<file path="src/rtl/conv_pkg.sv">
// Shared types and constants for the conv10 multiply-accumulate lanes.
// sat_add is used by conv_mac_unit only when CONV_MAC_SAT_EN is defined.
package conv_pkg;

   localparam int WIDTH = 16;
   localparam int ACC_W = 2 * WIDTH;

   typedef logic signed [WIDTH-1:0] pix_t;
   typedef logic signed [WIDTH-1:0] ker_t;
   typedef logic signed [ACC_W-1:0] acc_t;

   localparam acc_t ACC_MAX = {1'b0, {(ACC_W-1){1'b1}}};
   localparam acc_t ACC_MIN = {1'b1, {(ACC_W-1){1'b0}}};

   // Overflow only happens when both operands share a sign that the raw sum loses.
   function automatic acc_t sat_add(input acc_t a, input acc_t b, output logic overflow);
      acc_t sum;
      sum      = a + b;
      overflow = (a[ACC_W-1] == b[ACC_W-1]) && (sum[ACC_W-1] != a[ACC_W-1]);
      if (overflow) begin
         return a[ACC_W-1] ? ACC_MIN : ACC_MAX;
      end
      return sum;
   endfunction

endpackage

</file>
<file path="src/rtl/conv_mac_unit_if.sv">
// Operand/result bundle between the convolution array controller and one MAC lane.
interface conv_mac_unit_if;
   import conv_pkg::*;

   logic clr;
   logic layer_en;
   pix_t pix;
   ker_t ker;
   acc_t mul_out;
   logic ovf;

   modport master (
      output clr,
      output layer_en,
      output pix,
      output ker,
      input  mul_out,
      input  ovf
   );

   modport slave (
      input  clr,
      input  layer_en,
      input  pix,
      input  ker,
      output mul_out,
      output ovf
   );

endinterface

</file>
<file path="src/rtl/conv_mac_mult.sv">
// Combinational signed WIDTH x WIDTH -> ACC_W product, isolated so it maps onto a DSP slice.
module conv_mac_mult
   import conv_pkg::*;
(
   input  pix_t pix,
   input  ker_t ker,
   output acc_t prod
);

   assign prod = acc_t'(pix) * acc_t'(ker);

endmodule

</file>
<file path="src/rtl/conv_mac_unit.sv">
// Signed MAC lane: accumulates pix*ker, cleared by clr, with a sticky overflow flag.
// Define CONV_MAC_SAT_EN to saturate the accumulator on overflow instead of wrapping.
module conv_mac_unit
   import conv_pkg::*;
(
   input  logic            clk,
   input  logic            rst,
   conv_mac_unit_if.slave  mac
);

   acc_t prod;
   acc_t acc_q;
   acc_t acc_next;
   logic ovf_q;
   logic ovf_step;

   conv_mac_mult u_mult (
      .pix  (mac.pix),
      .ker  (mac.ker),
      .prod (prod)
   );

`ifdef CONV_MAC_SAT_EN
   always_comb begin
      ovf_step = 1'b0;
      acc_next = sat_add(acc_q, prod, ovf_step);
   end
`else
   always_comb begin
      acc_next = acc_q + prod;
      ovf_step = (acc_q[ACC_W-1] == prod[ACC_W-1]) && (acc_next[ACC_W-1] != acc_q[ACC_W-1]);
   end
`endif

   // clr wins over layer_en so operands presented alongside clr are dropped.
   always_ff @(posedge clk) begin
      if (rst) begin
         acc_q <= '0;
         ovf_q <= 1'b0;
      end else if (mac.clr) begin
         acc_q <= '0;
         ovf_q <= 1'b0;
      end else if (mac.layer_en) begin
         acc_q <= acc_next;
         ovf_q <= ovf_q | ovf_step;
      end
   end

   assign mac.mul_out = acc_q;
   assign mac.ovf     = ovf_q;

endmodule

</file>
<file path="src/flat_wrapper.sv">
// flat-port wrapper written by rule: the top's interface ports become plain ports
module conv_mac_unit_flat import conv_pkg::*;
  (clk, rst, mac_clr, mac_layer_en, mac_pix, mac_ker, mac_mul_out, mac_ovf);
  conv_mac_unit_if mac_i ();
  input  logic clk;
  input  logic rst;
  input wire logic [$bits(mac_i.clr)-1:0] mac_clr;
  input wire logic [$bits(mac_i.layer_en)-1:0] mac_layer_en;
  input wire logic [$bits(mac_i.pix)-1:0] mac_pix;
  input wire logic [$bits(mac_i.ker)-1:0] mac_ker;
  output wire logic [$bits(mac_i.mul_out)-1:0] mac_mul_out;
  output wire logic [$bits(mac_i.ovf)-1:0] mac_ovf;
  assign mac_i.clr = mac_clr;
  assign mac_i.layer_en = mac_layer_en;
  assign mac_i.pix = mac_pix;
  assign mac_i.ker = mac_ker;
  assign mac_mul_out = mac_i.mul_out;
  assign mac_ovf = mac_i.ovf;
  conv_mac_unit u_core (.clk(clk), .rst(rst), .mac(mac_i));
endmodule
</file>
<file path="config.mk">
export PLATFORM = sky130hd
export DESIGN_NAME = conv_mac_unit_flat
export DESIGN_NICKNAME = d
export VERILOG_FILES = /design/src/rtl/conv_pkg.sv /design/src/rtl/conv_mac_unit_if.sv /design/src/rtl/conv_mac_mult.sv /design/src/rtl/conv_mac_unit.sv /design/src/flat_wrapper.sv
export SDC_FILE = /design/constraint.sdc
export NUM_CORES = 1
export LEC_CHECK = 0
export ABC_AREA = 1
export CAP_MARGIN = 20
export CORE_MARGIN = 2
export CORE_UTILIZATION = 58
export DETAILED_ROUTE_END_ITERATION = 12
export PLACE_DENSITY = 0.77
export SETUP_SLACK_MARGIN = 0.2
export SLEW_MARGIN = 20
export SYNTH_ARGS = -nofsm -noshare
export SYNTH_HDL_FRONTEND = slang
export SYNTH_HIERARCHICAL = 1
export SYNTH_SLANG_ARGS = --single-unit
</file>
<file path="constraint.sdc">
create_clock -name clk -period 9.9 [get_ports clk]
set_input_delay 1.98 -clock clk [delete_from_list [all_inputs] [get_ports clk]]
set_output_delay 1.98 -clock clk [all_outputs]
set_load 0.1 [all_outputs]
</file>
==> results of run 1 <==
==> per-stage QoR <==
stage          utilization (%)  area (um2)  hold slack [ns]
4_1_cts                   63.5       15400            0.467
5_1_grt                   63.7       15400            0.494
3_3_place_gp              63.0       15300            0.451
3_5_place_dp              63.0       15300            0.455
2_1_floorplan                -       14300            0.913
6_report                  63.7       15400            0.461
==> cells by family after synthesis <==
| group | Yosys count | synth area share (%) |
|---|---|---|
| XOR/XNOR | 32 | 1.96 |
| AND/OR/NAND/NOR | 856 | 24.7 |
| AO/OA/AOI/OAI | 112 | 4.55 |
| flip-flops | 33 | 4.62 |
| buffers and inverters | 663 | 17.5 |
| adder cells (fa/ha/maj) | 376 | 46.7 |
==> final timing paths <==
path	slack (ns)	cells after the start	to	from
max reg2reg	7.83	14	u_core/mac.mul_out[22]	u_core/mac.mul_out[0]
max	0.63	29	u_core/mac.mul_out[27]	mac_ker[4]
min	0.46	2	u_core/mac.ovf	u_core/mac.ovf
min reg2reg	0.46	2	u_core/mac.ovf	u_core/mac.ovf
==> area by class of cell <==
cell class              count  area share (%)
well taps                 324            2.63
repair buffers             88            5.54
clock inverters             1          0.0486
flip-flops and latches     33            4.28
multi-input cells        1376            72.2
inverters                 594            14.4
clock buffers               7           0.859
==> repair_timing <==
item	CTS	global route
buffers inserted	0	0
setup endpoints to repair	0	1
resized for setup	0	2
hold buffers	0	0
==> layout by cell type (no fill, tap or decap), types with 3 or more instances in the layout <==
cell	count
nand3_1	63
inv_2	4
a21oi_2	7
xnor2_1	3
o21bai_1	15
nand2_1	576
inv_1	589
or2_2	4
fa_1	263
nand4_1	21
nand2_2	22
a21o_1	3
dfxtp_1	33
nor2_2	11
nor2_1	136
nor2_4	3
a21oi_1	49
nor3_1	8
clkdlybuf4s50_1	66
buf_4	19
o21ai_0	27
clkbuf_16	5
o21ai_1	7
nor3_2	6
ha_1	113
xor2_1	29
==> tightest hold or removal path, delay by kind of cell, from the launching register on <==
family	cells	cell delay [ns]
AOI/OAI and AO/OA	1	0.05
DFF	1	0.31
buffers and inverters	1	0.06
==> synth_stat cells, types with 6 or more instances <==
cell and n:
xor2_1 29, a21oi_2 7, a21oi_1 49, nand4_1 21, clkbuf_1 67, o21ai_0 27, o21ai_1 7, nand2_2 22
nor3_2 6, nor2_1 136, fa_1 263, dfxtp_1 33, inv_1 590, ha_1 113, nand3_1 63, nor3_1 8
nor2_2 11, o21bai_1 15, nand2_1 576
==> registers in the layout (all words and copies together), names as in the netlist <==
signal and cells:
u_core/mac.mul_out 32, u_core/mac.ovf 1
==> metal layers <==
metal | vias to the layer above | part of all wire, %
li1 | 5990 | -
met5 | - | 0
met3 | 48 | 4.7
met1 | 6003 | 44
met4 | 0 | 2.0
met2 | 353 | 50
==> impl_metrics.yaml, run 1 <==
finish:
  finalNonFillerCells: 2423
  regArea_um2: 661
  syn_to_final_growth_pct: 7.93
  multiInputGateArea_mm2: 0.0111
  diodes: 0
  fillers: 2281
  fin_nets: 2510
  drive_above_1_share_pct: 4.14
yosys:
  synth-seq-cells: 33
  syn_inst: 2072
  ys.flop_type: "dfxtp_1"
  synth_cell_types: 32
  postSynthAreaPerCell_um2: 6.90
  syn_nets: 2484
  async_reset_ff_share_pct: 0
  ys_seq_area_share_pct: 4.62
  synth-edff-count: 0
  synthTopCellsByArea: "fa_1 37%, inv_1 15%, nand2_1 15%"
  synth_top_area_cell: "fa_1"
  yosysTopAreaCellShare_pct: 36.8
  ys.warnings.count: 6
  syn_area_mm2: 0.0143
sta:
  hold_violations: 0
  period_minus_slack_ns: 9.27
  setup-tns-final_ns: 0
  fin_ws_ns: 0.634
  maxSlewHeadroom_pct: 33.5
  finalCritPeriodShare_pct: 93.6
  maxSlewViolCount: 0
  worst_pin_slew_ns: 0.995
  fin_worst_skew_ns: 0.00258
  setup_viol: 0
  fmax_mhz: 108
  grt_setup_unrepaired: "no"
drt:
  drc_errors: 0
  vias: 12400
  ant_nets: 0
  wirelength_um: 36900
  drt_pass1_iterations: 5
  detail_route.wl_per_cell_um: 15.2
  vias_per_cell: 5.12
  drtIter0Drc: 824
setup_path:
  critPathTopFamily: "adder cells"
  cpPeakStageDelay_ns: 0.83
  cp.required_ns: 10.08
  path_buf_inv: 6
  worstPathArrival_ns: 9.45
  critPathSlowestCell: "clkdlybuf4s50_1"
  critPathKind: "in2reg"
  cp_max_fo: 12
  start_kind: "input port"
  worstSetupEndpointType: "register"
placement:
  dp_cells: 2414
  io_buffers: 68
  place_congestion: 0.910
  dp_hpwl_um: 32300
  preCtsSetupSlack_ns: 0.373
clocking:
  path_clk_slew_ns: 0.06
  cts_tree: "built"
  clock-sinks: 33
  clockBufferDepth: 2
  insertion_delay_ns: 0.28
  cts_root_buf: "clkbuf_16"
  cts-htree-levels: 2
  numCtsBuffers: 5
global_routing:
  grt_pass1_vias: 13000
  grt_pass1_wl_um: 62400
  grt_antenna_before_repair: 0
  grt_use_met1_pct: 39.3
  grt_use_met3_pct: 2.26
  overflow: 0
  busiest_layer: "met2"
  use_met2_pct: 53.1
  grtUsageTotal_pct: 29.7
  grt_max_degree: 53
die:
  placementRows: 57
  ios: 69
  die_h_um: 161
  die_area_mm2: 0.0259
  die_w_um: 161
  core_mm2: 0.0242
  start_util_pct: 59.0
hold_path:
  hold_class: "reg2reg"
flow_run:
  cap_violations: 0
outcome:
  outcome: "finished, final reports clean"
Power of run 1 is left out: the tool's default activity adds up to more than one toggle a clock period on the data nets, which glitch-free logic cannot reach.
==> run 2: changes to the inputs <==
--- a/config.mk
+++ b/config.mk
@@ -12,2 +12,3 @@
 export DETAILED_ROUTE_END_ITERATION = 12
+export GPL_ROUTABILITY_DRIVEN = 0
 export PLACE_DENSITY = 0.77
--- a/constraint.sdc
+++ b/constraint.sdc
@@ -3,2 +3,2 @@
 set_output_delay 1.98 -clock clk [all_outputs]
-set_load 0.1 [all_outputs]
+set_load 0.02 [all_outputs]
==> run 2 against run 1 <==
Setup slack improved by 0.050 ns. Via count decreased by 0.78%. Final cell count fell by 0.37%. Design area down 0.45%. Critical path depth fell by 2. Clock-buffer cell count down 1. Worst hold slack improved by 0.013 ns. Clock skew grew 0.0045 ns. Register-to-register slack got worse by 0.02 ns. Highest routed layer unchanged.
==> impl_metrics.yaml, run 2 (synthesis results as in run 1) <==
clocking:
  path_clk_slew_ns: 0.05
  cts_root_buf: "clkbuf_16"
  cts_tree: "built"
  cts-htree-levels: 2
  clockBufferDepth: 2
  clock-sinks: 33
  numCtsBuffers: 5
  holdBufCountCts: 0
  insertion_delay_ns: 0.29
placement:
  preCtsSetupSlack_ns: 0.346
  io_buffers: 68
  dp_hpwl_um: 29900
flow_run:
  cap_violations: 0
global_routing:
  grt_pass1_wl_um: 59300
  grt_antenna_before_repair: 0
  grt_max_degree: 53
  grtUsageTotal_pct: 27.9
  grt_pass1_vias: 12700
  overflow: 0
sta:
  period_minus_slack_ns: 9.22
  grt_setup_unrepaired: "no"
  fin_ws_ns: 0.684
  setup-tns-final_ns: 0
  hold_violations: 0
  maxSlewHeadroom_pct: 30.1
  worst_pin_slew_ns: 1.05
  fmax_mhz: 109
  finalCritPeriodShare_pct: 93.1
  maxSlewViolCount: 0
  fin_worst_skew_ns: 0.00708
  setup_viol: 0
die:
  die_area_mm2: 0.0259
  placementRows: 57
  start_util_pct: 59.0
  die_h_um: 161
  ios: 69
  die_w_um: 161
  core_mm2: 0.0242
finish:
  fin_nets: 2502
  largest_reg_flops: 32
  syn_to_final_growth_pct: 7.45
  final_cell_mix: "590 x inv_1, 576 x nand2_1, 263 x fa_1"
  drive_above_1_share_pct: 3.83
  final_common_cell: "inv_1"
  diodes: 0
setup_path:
  worstPathArrival_ns: 9.40
  cp.required_ns: 10.08
  cp_max_fo: 16
  start_kind: "input port"
  critPathKind: "in2reg"
  rr_worst_depth: 14
  worstSetupEndpointType: "register"
drt:
  ant_nets: 0
  wirelength_um: 34400
  vias_per_cell: 5.09
  vias: 12300
  drt_pass1_iterations: 5
  drc_errors: 0
  drtIter0Drc: 705
  detail_route.wl_per_cell_um: 14.3
hold_path:
  hold-path-cell-count: 2
  hold_class: "reg2reg"
outcome:
  outcome: "finished, final reports clean"
[run 2: area by class of cell]
type	instances	area (um2)
multi-input combinational	1376	11100
fill	2169	8880
inverter	594	2230
timing repair buffer	80	781
sequential	33	661
tap	324	405
clock buffer	6	139
clock inverter	1	7.51
[run 2: critical path, cell delays in order]
cell,delay (ns)
clkdlybuf4s50_1,0.93
nand2_1,0.11
inv_1,0.09
fa_1,0.55
fa_1,0.88
fa_1,0.52
fa_1,0.50
fa_1,0.49
inv_1,0.06
fa_1,0.49
inv_1,0.06
ha_1,0.39
nand4_1,0.25
nor3_1,0.33
nand3_1,0.19
nand4_1,0.11
nand2_1,0.09
ha_1,0.37
nand2_1,0.13
nor2_1,0.20
nand2_1,0.11
nor3_1,0.14
nand2_1,0.10
nand3_1,0.09
nand3_1,0.10
nand2_1,0.09
inv_1,0.03
[run 2: path summary, 6_finish.rpt]
kind                         startpoint                     end  slack (ns)
setup / recovery             mac_ker[3]  u_core/mac.mul_out[28]        0.68
hold reg to reg          u_core/mac.ovf          u_core/mac.ovf        0.47
hold / removal           u_core/mac.ovf          u_core/mac.ovf        0.47
setup reg to reg  u_core/mac.mul_out[0]  u_core/mac.mul_out[16]        7.81
[run 2: what timing repair did]
item	CTS	global route
setup buffers	0	0
resized for setup	0	4
setup endpoints to repair	0	5
[run 2: routing by layer]
layer	up-vias	share of wire [%]	GRT usage, %
met2	406	49	48.6
met1	5854	43	37.5
met4	0	2.2	6.90
met5	-	0	0
li1	5961	-	-
met3	76	6.6	3.03
[run 2: per-stage QoR]
stage	util, %	hold slack, ns	area (um2)	cells
after global routing	63.4	0.505	15400	2414
after floorplan	-	0.538	14300	2072
final	63.4	0.474	15400	2414
after CTS	63.3	0.479	15400	2414
after global placement	62.7	0.468	15200	2407
after detailed placement	62.7	0.462	15200	2407
Power of run 2 is left out for the same reason.
